--- config.mk ---
export PLATFORM = sky130hd
export DESIGN_NAME = id_ex_stage
export DESIGN_NICKNAME = d
export VERILOG_FILES = /design/src/rtl/id_ex_stage.sv
export SDC_FILE = /design/constraint.sdc
export NUM_CORES = 1
export LEC_CHECK = 0
export CAP_MARGIN = 20
export CORE_MARGIN = 4
export CORE_UTILIZATION = 40
export DETAILED_ROUTE_END_ITERATION = 12
export PLACE_DENSITY = 0.82
export SLEW_MARGIN = 20
export SYNTH_ARGS = -nofsm -noshare
export SYNTH_HDL_FRONTEND = slang
export SYNTH_SLANG_ARGS = --single-unit
--- constraint.sdc ---
create_clock -name clk -period 6.9 [get_ports clk]
set_clock_uncertainty 0.05 [all_clocks]
set_input_delay 1.38 -clock clk [delete_from_list [all_inputs] [get_ports clk]]
set_output_delay 1.38 -clock clk [all_outputs]
set_load 0.02 [all_outputs]
--- src/rtl/id_ex_stage.sv ---
// rtl/id_ex_stage.sv - ID/EX pipeline register with load-use hazard bubble, flush, freeze and stall counter
module id_ex_stage #(
    parameter int DATA_W = 32,
    parameter int REG_W  = 5,
    parameter int CNT_W  = 16
) (
    input  logic              clk,
    input  logic              rst,
    input  logic              freeze,
    input  logic              flush,
    input  logic              instr_valid_in,
    input  logic [3:0]        alu_cmd_in,
    input  logic              is_immediate_in,
    input  logic              mem_read_in,
    input  logic              mem_write_in,
    input  logic              wb_en_in,
    input  logic [1:0]        branch_type_in,
    input  logic [DATA_W-1:0] pc_in,
    input  logic [DATA_W-1:0] val1_in,
    input  logic [DATA_W-1:0] val2_in,
    input  logic [15:0]       imm_in,
    input  logic [REG_W-1:0]  src1_in,
    input  logic [REG_W-1:0]  src2_in,
    input  logic [REG_W-1:0]  dest_in,
    output logic              valid_out,
    output logic [3:0]        alu_cmd_out,
    output logic              is_immediate_out,
    output logic              mem_read_out,
    output logic              mem_write_out,
    output logic              wb_en_out,
    output logic [1:0]        branch_type_out,
    output logic [DATA_W-1:0] pc_out,
    output logic [DATA_W-1:0] val1_out,
    output logic [DATA_W-1:0] val2_out,
    output logic [DATA_W-1:0] imm_out,
    output logic [REG_W-1:0]  src1_out,
    output logic [REG_W-1:0]  src2_out,
    output logic [REG_W-1:0]  dest_out,
    output logic              hazard_stall,
    output logic [CNT_W-1:0]  stall_count
);

    typedef struct packed {
        logic              valid;
        logic [3:0]        alu_cmd;
        logic              is_immediate;
        logic              mem_read;
        logic              mem_write;
        logic              wb_en;
        logic [1:0]        branch_type;
        logic [DATA_W-1:0] pc;
        logic [DATA_W-1:0] val1;
        logic [DATA_W-1:0] val2;
        logic [DATA_W-1:0] imm;
        logic [REG_W-1:0]  src1;
        logic [REG_W-1:0]  src2;
        logic [REG_W-1:0]  dest;
    } ex_t;

    ex_t              ex_q, ex_d;
    logic [CNT_W-1:0] stall_count_q, stall_count_d;
    logic             use2;
    logic             hz;

    // Stores read their data through src2 even though operand 2 is the immediate.
    always_comb begin
        use2 = !is_immediate_in | mem_write_in;
        hz   = ex_q.valid & ex_q.mem_read & (ex_q.dest != '0) & instr_valid_in &
               ((src1_in == ex_q.dest) | (use2 & (src2_in == ex_q.dest)));
        hazard_stall = hz & !flush;
    end

    always_comb begin
        ex_d          = ex_q;
        stall_count_d = stall_count_q;
        if (!freeze) begin
            if (flush) begin
                ex_d = '0;
            end else if (hazard_stall) begin
                ex_d = '0;
                if (stall_count_q != {CNT_W{1'b1}}) begin
                    stall_count_d = stall_count_q + CNT_W'(1);
                end
            end else begin
                // Side-effecting controls are gated so an invalid slot is always a clean bubble.
                ex_d.valid        = instr_valid_in;
                ex_d.alu_cmd      = alu_cmd_in;
                ex_d.is_immediate = is_immediate_in;
                ex_d.mem_read     = instr_valid_in & mem_read_in;
                ex_d.mem_write    = instr_valid_in & mem_write_in;
                ex_d.wb_en        = instr_valid_in & wb_en_in;
                ex_d.branch_type  = instr_valid_in ? branch_type_in : 2'd0;
                ex_d.pc           = pc_in;
                ex_d.val1         = val1_in;
                ex_d.val2         = val2_in;
                ex_d.imm          = {{(DATA_W-16){imm_in[15]}}, imm_in};
                ex_d.src1         = src1_in;
                ex_d.src2         = src2_in;
                ex_d.dest         = dest_in;
            end
        end
    end

    always_ff @(posedge clk or posedge rst) begin
        if (rst) begin
            ex_q          <= '0;
            stall_count_q <= '0;
        end else begin
            ex_q          <= ex_d;
            stall_count_q <= stall_count_d;
        end
    end

    assign valid_out        = ex_q.valid;
    assign alu_cmd_out      = ex_q.alu_cmd;
    assign is_immediate_out = ex_q.is_immediate;
    assign mem_read_out     = ex_q.mem_read;
    assign mem_write_out    = ex_q.mem_write;
    assign wb_en_out        = ex_q.wb_en;
    assign branch_type_out  = ex_q.branch_type;
    assign pc_out           = ex_q.pc;
    assign val1_out         = ex_q.val1;
    assign val2_out         = ex_q.val2;
    assign imm_out          = ex_q.imm;
    assign src1_out         = ex_q.src1;
    assign src2_out         = ex_q.src2;
    assign dest_out         = ex_q.dest;
    assign stall_count      = stall_count_q;

endmodule
==> results.txt <==
crit share post-route: 0.7481
TritonCTS Buffers: 17
DR pass1 iterations: 4
total track usage: 0.2151
worst-margin pin slew: 0.8621 ns
Setup crit start kind: input pin
routed len/inst: 20.15 µm
critical path cell sequence: clkdlybuf4s50_1, xnor2_1, o21ai_0, o22ai_2, nand2_1, nor2_1, clkdlybuf4s50_1
global-route wire length before repair: 28100 µm
WP buf/inv: 2
critical path class: in -> out
Final min period: 5.162 ns
area of the die: 0.01697 mm²
unrepaired setup endpoints after global routing: no
r2r setup slk: 4.39 ns
Netlist cell types: 26
GRT overflow: 0
Peak VDD IR: 0.1518 mV
syn_nets: 564
buffers inserted by post-CTS timing repair: 0
Avg Inst Size Synth: 14.20 µm²
most used cell, CP: clkdlybuf4s50_1
FP Rows: 44
worst skew pair latency: 0.41 ns
Hold EP: val2_out[2]$_DFFE_PP0N_
Initial Util: 0.4099
Vias/cell: 5.307
relative slew slack: 0.4253
Max Fclk: 0.1937 GHz
reg2reg start: dest_out[1]$_DFFE_PP0N_
#FFs+latches synth: 154
count of final setup violators: 0
Fin Setup TNS: 0 ns
hold_buf cts: 0
Resized Gates After CTS: 0
Die Ht: 130.3 µm
final core occ: 0.6586
relative area change from synthesis to final layout: 60.68%
GP Congestion: 0.8240
sequential share of the synthesized area: 0.6445
Slowest Stage Delay on Critical Path: 0.64 ns
beginning of the critical path: src2_in[1]
layout cells sized above 1: 0.05402
antenna viol nets, final: 0
Root Driver: clkbuf_16
I/O pins: 313
critical path's slowest cell: o22ai_2
hold_ws: 0.4547 ns
worst-path fanout max: 17
vias in the first global route: 5052
Worst path top cell family by delay: buffers and inverters
hold path cells: 1
1st-iter DRT viols: 229
clock slew at reported path FFs: 0.05 ns
CP arrival: 3.73 ns
Cell Pwr Density: 244.8 mW/mm²
CTS max path bufs: 2
Post-DP HPWL: 13210 µm
Final Max Tran Viols: 0
largest net degree at the start of global routing: 99
FF-to-FF End: pc_out[10]$_DFFE_PP0N_
Nets: 852
Synth Instances: 421
CTS tree: done
DRC viols: 0
final WL: 18260 µm
Post-Syn Area: 0.005979 mm²
status: completed
initial antenna violation count: 0
warnings from Yosys: 0
total chip power: 2352 µW
n_diodes: 0
vias: 4808
reg2reg path depth: 5
Hold Crit Class: reg -> reg
min-delay src: val2_out[2]$_DFFE_PP0N_
Critical Path RT: 5.47 ns
Hold Fails Final Rpt: 0
H-tree Lvls: 4
core box area: 0.01459 mm²
max_cap viols: 0
PortBufs: 312
# clock sinks: 154
leak pwr: 0.004179 µW
Die X: 130.3 µm
CP Capture Type: output port
-- stage by stage --
| step | instance area, µm² | cells | worst slack (ns) |
|---|---|---|---|
| 6_report | 9608 | 906 | 1.738 |
| 5_1_grt | 9608 | 906 | 1.562 |
| 4_1_cts | 9608 | 906 | 1.738 |
| 3_5_place_dp | 9034 | 874 | 1.737 |
| 3_3_place_gp | 9034 | 874 | 1.785 |
| 2_1_floorplan | 5979 | 421 | 1.320 |
-- logic make-up (layout without fill, tap and decap cells) --
family / count (synthesis) / count (layout) / share of synthesized area
AO/OA/AOI/OAI: 145 / 145 / 0.2124
XOR/XNOR: 25 / 25 / 0.03662
adder cells (fa/ha/maj): 1 / 1 / 0.002092
buffers and inverters: 49 / 350 / 0.05796
flip-flops: 154 / 154 / 0.6445
multiplexers: 1 / 1 / 0.001883
AND/OR/NAND/NOR: 46 / 46 / 0.04457
-- how the worst max path moves through the flow --
stage / endpoint / depth (start not counted)
floorplan: alu_cmd_out[0]$_DFFE_PP0N_ / 1
global placement: hazard_stall / 7
detailed placement: hazard_stall / 7
CTS: hazard_stall / 7
global route: hazard_stall / 7
finish: hazard_stall / 7
-- layout by cell type (no fill, tap or decap), types with 4 or more instances in the layout --
cell type / Yosys / final
a22o_1: 133 / 133
and4_1: 4 / 4
clkbuf_16: 0 / 17
nand2_1: 4 / 4
nand3_1: 8 / 8
buf_4: 17 / 5
nor2_1: 5 / 5
nand4_1: 11 / 11
a32o_1: 5 / 5
clkbuf_1: 16 / 4
and3_1: 10 / 10
clkdlybuf4s50_1: 0 / 311
dfrtp_1: 154 / 154
clkinvlp_4: 0 / 5
xnor2_1: 25 / 25
-- sequential cells by signal, summed over array words and instances, names as in the netlist --
name	flops
valid_out	1
imm_out	16
alu_cmd_out	4
branch_type_out	2
val1_out	32
mem_write_out	1
wb_en_out	1
val2_out	32
dest_out	5
src2_out	5
pc_out	32
is_immediate_out	1
src1_out	5
stall_count	16
mem_read_out	1
-- synthesized netlist by cell type --
library cell / instances / share of area
dfrtp_1: 154 / 0.64
a22o_1: 133 / 0.19
xnor2_1: 25 / 0.037
buf_4: 17 / 0.021
clkbuf_1: 16 / 0.010
buf_6: 13 / 0.024
nand4_1: 11 / 0.012
and3_1: 10 / 0.010
nand3_1: 8 / 0.0067
a32o_1: 5 / 0.0084
nor2_1: 5 / 0.0031
and4_1: 4 / 0.0059
nand2_1: 4 / 0.0025
a21oi_2: 2 / 0.0029
inv_1: 2 / 0.0013
o21ai_0: 2 / 0.0017
a211oi_1: 1 / 0.0013
and2_1: 1 / 0.0010
buf_2: 1 / 0.00084
ha_1: 1 / 0.0021
mux2_2: 1 / 0.0019
nor2b_1: 1 / 0.0010
o21a_1: 1 / 0.0013
o22ai_2: 1 / 0.0021
or2_2: 1 / 0.0010
or4_1: 1 / 0.0013
-- per-layer routing --
metal / share of wire / global-route usage
met1: 0.37 / 0.2555
met3: 0.083 / 0.06058
met5: 0 / 0
met2: 0.52 / 0.3715
met4: 0.027 / 0.08130
-- layout make-up --
| cell class | count | area, µm² |
|---|---|---|
| fillers | 1046 | 4981 |
| flip-flops and latches | 154 | 3854 |
| repair buffers | 316 | 3151 |
| multi-input cells | 218 | 1787 |
| clock buffers | 22 | 454.2 |
| well taps | 184 | 230.2 |
| clock inverters | 10 | 120.1 |
| inverters | 2 | 12.51 |
-- power breakdown --
part	internal [µW]	total, µW	switching [µW]
registers	965	1010	42.3
clock network	542	901	359
logic	239	444	205
total	1750	2350	605
No activity file was read; power rests on OpenSTA's default activity.
